==> src/rtl/exec_sequencer.sv <==
// exec_sequencer: multi-cycle control sequencer for the pico MIPS core.
// Stalls PC/regfile for multiply latency and LD/ST I/O handshakes.
module exec_sequencer #(
  parameter int MLT_CYCLES = 4,
  parameter int IO_TIMEOUT = 255
) (
  input  logic       clk,
  input  logic       n_reset,
  input  logic [5:0] opcode,
  input  logic       reg_write,
  input  logic       read_in,
  input  logic       write_out,
  input  logic       pc_rel_branch,
  input  logic       in_valid,
  input  logic       out_ack,
  output logic       pc_en,
  output logic       pc_branch_en,
  output logic       reg_we,
  output logic       mult_start,
  output logic       in_ack,
  output logic       out_load,
  output logic       out_valid,
  output logic       busy,
  output logic       io_err
);

  localparam int CMAX =
    (MLT_CYCLES > IO_TIMEOUT) ? MLT_CYCLES : IO_TIMEOUT;
  localparam int CNT_W = $clog2(CMAX + 1);

  localparam logic [5:0] OP_MLT  = 6'h05;
  localparam logic [5:0] OP_MLTI = 6'h06;

  localparam logic [CNT_W-1:0] CNT_ONE  = CNT_W'(1);
  localparam logic [CNT_W-1:0] CNT_MLT  = CNT_W'(MLT_CYCLES - 1);
  localparam logic [CNT_W-1:0] CNT_TMO  = CNT_W'(IO_TIMEOUT - 1);
  localparam bit               TMO_ON   = (IO_TIMEOUT != 0);

  typedef enum logic [1:0] {
    RUN,
    MULT,
    LD_WAIT,
    ST_WAIT
  } state_t;

  state_t           state;
  state_t           state_nxt;
  logic [CNT_W-1:0] cnt;
  logic [CNT_W-1:0] cnt_nxt;
  logic             ov_nxt;
  logic             err_set;
  logic             tmo;
  logic             is_mlt;

  assign tmo    = TMO_ON && (cnt == CNT_TMO);
  assign is_mlt = (opcode == OP_MLT) || (opcode == OP_MLTI);

  always_comb begin
    pc_en        = 1'b0;
    pc_branch_en = 1'b0;
    reg_we       = 1'b0;
    mult_start   = 1'b0;
    in_ack       = 1'b0;
    out_load     = 1'b0;
    busy         = (state != RUN);
    state_nxt    = state;
    cnt_nxt      = cnt;
    ov_nxt       = out_valid;
    err_set      = 1'b0;
    unique case (state)
      RUN: begin
        if (is_mlt) begin
          mult_start = 1'b1;
          cnt_nxt    = CNT_MLT;
          state_nxt  = MULT;
        end else if (read_in) begin
          if (in_valid) begin
            in_ack = 1'b1;
            reg_we = 1'b1;
            pc_en  = 1'b1;
          end else begin
            cnt_nxt   = '0;
            state_nxt = LD_WAIT;
          end
        end else if (write_out) begin
          out_load  = 1'b1;
          cnt_nxt   = '0;
          ov_nxt    = 1'b1;
          state_nxt = ST_WAIT;
        end else begin
          pc_en        = 1'b1;
          reg_we       = reg_write;
          pc_branch_en = pc_rel_branch;
        end
      end
      MULT: begin
        if (cnt == '0) begin
          reg_we    = 1'b1;
          pc_en     = 1'b1;
          state_nxt = RUN;
        end else begin
          cnt_nxt = cnt - CNT_ONE;
        end
      end
      LD_WAIT: begin
        if (in_valid) begin
          in_ack    = 1'b1;
          reg_we    = 1'b1;
          pc_en     = 1'b1;
          state_nxt = RUN;
        end else if (tmo) begin
          err_set   = 1'b1;
          pc_en     = 1'b1;
          state_nxt = RUN;
        end else begin
          cnt_nxt = cnt + CNT_ONE;
        end
      end
      ST_WAIT: begin
        if (out_ack || tmo) begin
          err_set   = !out_ack;
          pc_en     = 1'b1;
          ov_nxt    = 1'b0;
          state_nxt = RUN;
        end else begin
          cnt_nxt = cnt + CNT_ONE;
        end
      end
      default: state_nxt = RUN;
    endcase
    // Reset must silence every strobe, even before the edge lands
    if (!n_reset) begin
      pc_en        = 1'b0;
      pc_branch_en = 1'b0;
      reg_we       = 1'b0;
      mult_start   = 1'b0;
      in_ack       = 1'b0;
      out_load     = 1'b0;
      busy         = 1'b0;
    end
  end

  always_ff @(posedge clk or negedge n_reset) begin
    if (!n_reset) begin
      state     <= RUN;
      cnt       <= '0;
      out_valid <= 1'b0;
      io_err    <= 1'b0;
    end else begin
      state     <= state_nxt;
      cnt       <= cnt_nxt;
      out_valid <= ov_nxt;
      if (err_set) io_err <= 1'b1;
    end
  end

endmodule

==> config.mk <==
export PLATFORM = sky130hd
export DESIGN_NAME = exec_sequencer
export DESIGN_NICKNAME = d
export VERILOG_FILES = /design/src/rtl/exec_sequencer.sv
export SDC_FILE = /design/constraint.sdc
export NUM_CORES = 1
export LEC_CHECK = 0
export BUFFER_PORTS_ARGS = -buffer_cell sky130_fd_sc_hd__buf_4
export CAP_MARGIN = 20
export CORE_AREA = 5 5 61 63
export DETAILED_ROUTE_END_ITERATION = 10
export DIE_AREA = 0 0 66 68
export HOLD_SLACK_MARGIN = 0.12
export PLACE_DENSITY_LB_ADDON = 0.08
export SYNTH_ARGS = -nofsm -noshare
export SYNTH_HDL_FRONTEND = slang
export SYNTH_SLANG_ARGS = --single-unit
==> constraint.sdc <==
create_clock -name clk -period 5.1 [get_ports clk]
set_input_delay 0.765 -clock clk [delete_from_list [all_inputs] [get_ports clk]]
set_output_delay 0.765 -clock clk [all_outputs]
set_load 0.1 [all_outputs]
# Yosys cells after proc, flatten, opt, wreduce, memory -nomap -nowiden
# Index checks and enable logic that the tools add are counted.
[op_classes]
n_addsub = 2
n_eq_ne = 18
muxes = 59
reduce_logical = 10
[ops]
columns = ["cell", "n"]
rows = [
  ["2-to-1 mux 8 bit", 8],
  ["2-to-1 mux 1 bit", 36],
  ["case mux 8 bit (4 select lines)", 1],
  ["!= test 2 bit (second input constant)", 9],
  ["2-to-1 mux 2 bit", 8],
  ["== test 6 x 3 -> 1 bit (second input constant)", 2],
  ["AND reduction 5 bit", 2],
  ["adder 8 x 1 -> 8 bit (second input constant)", 1],
  ["== test 8 bit (second input constant)", 1],
  ["zero test 8 bit", 1],
  ["!= test 4 bit (second input constant)", 2],
  ["case mux 2 bit (4 select lines)", 1],
  ["subtractor 8 x 1 -> 8 bit (second input constant)", 1],
  ["case mux 1 bit (2 select lines)", 3],
  ["AND reduction 6 bit", 1],
  ["== test 2 bit (second input constant)", 2],
  ["case mux 1 bit (4 select lines)", 1],
  ["nonzero test 2 bit", 2],
  ["!= test 3 bit (second input constant)", 1],
  ["case mux 1 bit (3 select lines)", 1],
  ["== test 2 x 1 -> 1 bit (second input constant)", 1],
  ["zero test 2 bit", 1],
  ["logical OR 1 bit", 2],
  ["zero test 1 bit", 1],
]
[word_totals]
reg_bits = 12

# Depth between registers and ports, before layout
[logic_depth]
depth_word = 5
depth_mapped = 9
ltp_nobuf = 7

# Worst setup path after synthesis
# Ideal clock, no wire load.
[synth_path]
kind = "input to output"
from = "in opcode[0]"
to = "out pc_branch_en"
arrival_ns = 4.507
required_ns = 4.335
slack_ns = -0.172
path_stages = 5
n_path_buf = 0
cell_sequence = "xnor2_1 -> nor2_1 -> nor2_1 -> nand2_1 -> nor4b_1"
[synth_via]
elab_chain_cells = 5
word_cells_on_any_way = 6
[synth_lines]
columns = ["item", "line", "text"]
rows = [
  ["from (decl)", "9", "input logic [5:0] opcode,"],
  ["== test 6 x 3 -> 1 bit", "56", "assign is_mlt = (opcode == OP_MLT) || (opcode == OP_MLTI);"],
  ["logical OR 1 bit (*)", "56", ""],
  ["2-to-1 mux 1 bit (*)", "72", "if (is_mlt) begin"],
  ["2-to-1 mux 1 bit (*)", "70", "unique case (state)"],
  ["2-to-1 mux 1 bit (*)", "132", "if (!n_reset) begin"],
  ["to (decl)", "17", "output logic pc_branch_en,"],
]
# Mark *: on every way between the ends. The rest lies on a longest branch, timed or not.

# Worst setup path in the final report
[layout_path]
from = "in opcode[3]"
to = "out pc_en"
[layout_via]
elab_chain_cells = 5
word_cells_on_any_way = 6
[layout_lines]
columns = ["item", "line", "text"]
rows = [
  ["== test 6 x 3 -> 1 bit", "56", ""],
  ["logical OR 1 bit (*)", "56", ""],
  ["2-to-1 mux 1 bit (*)", "72", ""],
  ["case mux 1 bit (4 select lines) (*)", "70", ""],
  ["2-to-1 mux 1 bit (*)", "132", ""],
  ["to (decl)", "16", "output logic pc_en,"],
]
# Marked as above.

==> impl_results.md <==
* Status: complete, no violations
* Cell with the most instances after synthesis: nand2_1
* Number of global-route vias before repair at 888
* Initial DRC Count at 19
* Crit path max-delay family: simple AND/OR/NAND/NOR gates
* Site Rows at 21
* Placed Instances at 186
* Drt via density at 5.02
* Post-cts resize count at 0
* Post-CTS Hold Buffers at 0
* 1st-pass router iterations at 4
* Diodes inserted at 0
* Synth Flop Type: dfrtp_1
* Total grt overflow at 0
* Net Sw Power at 0.472 mW
* Worst path bufs/invs at 2
* Fin crit period at 3210 ps
* Total number of yosys warnings at 0
* Root Buffer: clkbuf_4
* Share of layout cells above drive strength 1 at 24.5%
* First-pass GRT wire length at 4.30 mm
* Worst-Margin Slew at 617 ps
* Crit-path max FO at 12
* Clock Pin Slew Worst Setup and Hold Paths at 80 ps
* LEAKAGE at 0.555 nW
* DRC Markers at 0
* CP peak stage delay at 540 ps
* Crit path required time at 4340 ps
* Count of flip-flops with a built-in enable after synthesis at 0
* Syn Inst Count at 124
* TritonCTS Buffers at 3
* Slowest cell on crit path: or4b_4
* Max Cap Viol at 0
* Max-slew headroom at 58.9%
* Synth top cells by count: nand2_1 (20), dfrtp_1 (12), o21ai_0 (10)
* CP most frequent cell: buf_4
* Antenna viol nets, final at 0
* Clk pwr share at 6.9%
* Internal power at 0.390 mW
* Nets at 163
* Syn nets at 142
* Fin Clk Skew at 6.01 ps
* Layout Cells excl Fill at 189
* Total die area at 4490 sq um
* Worst Setup End Kind: primary output
* WL per Instance at 13.4 um
* Yosys top cell area share at 28.5%
* Synth Cell Area at 1050 sq um
* Unrepaired setup endpoints after global routing: no
* Worst setup SP type: primary input
* WL final at 2.54 mm
* Crit Path Category: primary input to primary output
* CTS tree: done
* Asr flop ratio synth at 100%
* Final GP Congestion at 0.748
* Setup repair bufs after CTS at 0
* Synth cell types at 45
* Combinational power share at 66.5%
* Highest ir drop seen on vdd at 0.286 mV
* Crit path cell chain: buf_4, or4b_4, o2111ai_2, o211ai_2, and2_1, buf_4
* Io pins at 23
* Register area share after synthesis at 28.5%
* Detail Placement HPWL at 1.97 mm
* Buffers added on ports at 22
* Post-place setup slack at 1870 ps
* Clk_lat worst skew at 270 ps
* Final setup viols at 0
* Core area at 3180 sq um
* Total GRT Usage at 12.7%
* Via count at 948
* Synth top area cells: dfrtp_1 (28%), nand2_1 (7.1%), ha_1 (4.7%)
* Initial core utilization at 33.2%
* Seq cells post-synth at 12
* Synthesized area per cell at 8.51 sq um
* Filler cells at 332
* Final Max Slew Viols at 0
* Initial antenna violation count at 0
* Final Cycle Share at 62.9%
* Maximum root-to-sink buffer count at 2
* # H-tree levels at 1
* FMAX at 0.312 GHz
* Die X at 66 um
* Post-synth top area cell: dfrtp_1
* Largest net degree at the start of global routing at 21
* Final Hold Viols at 0
* Arrival @ worst endpoint at 2440 ps
* Area delta synth->final at 19.1%
* TNS Setup at 0 ps
* CTS Sinks at 12
* Min-delay worst type: primary input to asynchronous set/reset pin
* PwrDens at 686 nW/um^2
* Die H at 68 um
* Sw frac at 54.7%
* Share of power burned in registers at 26.6%
* Final WS setup at 1890 ps
## cells by family after synthesis
family	count (synthesis)	synth area share (%)
AOI/OAI and AO/OA	33	24.8
buffers and inverters	13	7.24
adders and majority gates	4	4.75
xor gates and xnor gates	6	4.98
DFF	12	28.5
and+or+nand+nor	53	26.8
muxes	3	2.97
## layout make-up
cell class | count | area (sq um) | area share (%)
flip-flops and latches | 12 | 300 | 23.9
multi-input cells | 99 | 684 | 54.5
repair buffers | 22 | 165 | 13.1
clock buffers | 3 | 22.5 | 1.79
well taps | 46 | 57.6 | 4.58
inverters | 7 | 26.3 | 2.09
## per-stage QoR
stage	power, mW	utilization, %	hold WS [ps]	area (sq um)
after floorplan	0.720	-	469	1060
after global placement	0.809	38.8	474	1230
after detailed placement	0.811	38.8	460	1230
after CTS	0.878	39.5	327	1260
after global routing	0.950	39.5	330	1260
final	0.862	39.5	335	1260
## final timing paths
kind | from | end | slack [ps] | cells past startpoint
min reg2reg | io_err | io_err | 480 | 1
max reg2reg | state[1] | cnt[7] | 2410 | 7
max in group asynchronous | n_reset | io_err | 4580 | 1
min | n_reset | cnt[6] | 340 | 1
max | opcode[3] | pc_en | 1890 | 6
min in group clk | io_err | io_err | 480 | 1
## power groups by stage
stage	Sequential [mW]	Clock (mW)	Combinational (mW)
after floorplan	0.206	0	0.514
after global placement	0.230	0	0.579
after detailed placement	0.232	0	0.580
after CTS	0.229	0.0664	0.582
after global routing	0.239	0.0715	0.639
final	0.230	0.0591	0.573
## layout by cell type (no fill, tap or decap), types with 2 or more instances in the layout
| master | instances |
|---|---|
| inv_1 | 7 |
| a21oi_1 | 3 |
| xor2_1 | 2 |
| dfrtp_1 | 12 |
| nor2_1 | 9 |
| xnor2_1 | 4 |
| o21ai_0 | 10 |
| nor3_1 | 3 |
| mux2i_1 | 2 |
| and3_1 | 4 |
| a21o_1 | 2 |
| nand2_1 | 20 |
| clkbuf_4 | 3 |
| nand3_1 | 2 |
| ha_1 | 4 |
| o311ai_1 | 2 |
| buf_4 | 22 |
| a211oi_1 | 3 |
| nand2b_1 | 3 |
| nor2b_1 | 2 |
## worst reg2reg max path, cell delays in order (launching register included)
cell and delay, ps:
dfrtp_1 740, inv_1 330, ha_1 400, inv_1 80, o311ai_1 340, a41oi_1 240, mux2i_1 160, o311ai_1 290
## state kept, by name, indices dropped and copies added (netlist names)
register and cells:
out_valid 1, cnt 8, io_err 1, state 2
## metal layers
metal  up-vias  wire, um  GRT usage [%]
li1        491         -              -
met1       439      1180           16.7
met2        16      1230           19.8
met3         2        95           3.28
met4         0        23           5.33
met5         -         0              0
(Power assumes the default switching activity.)
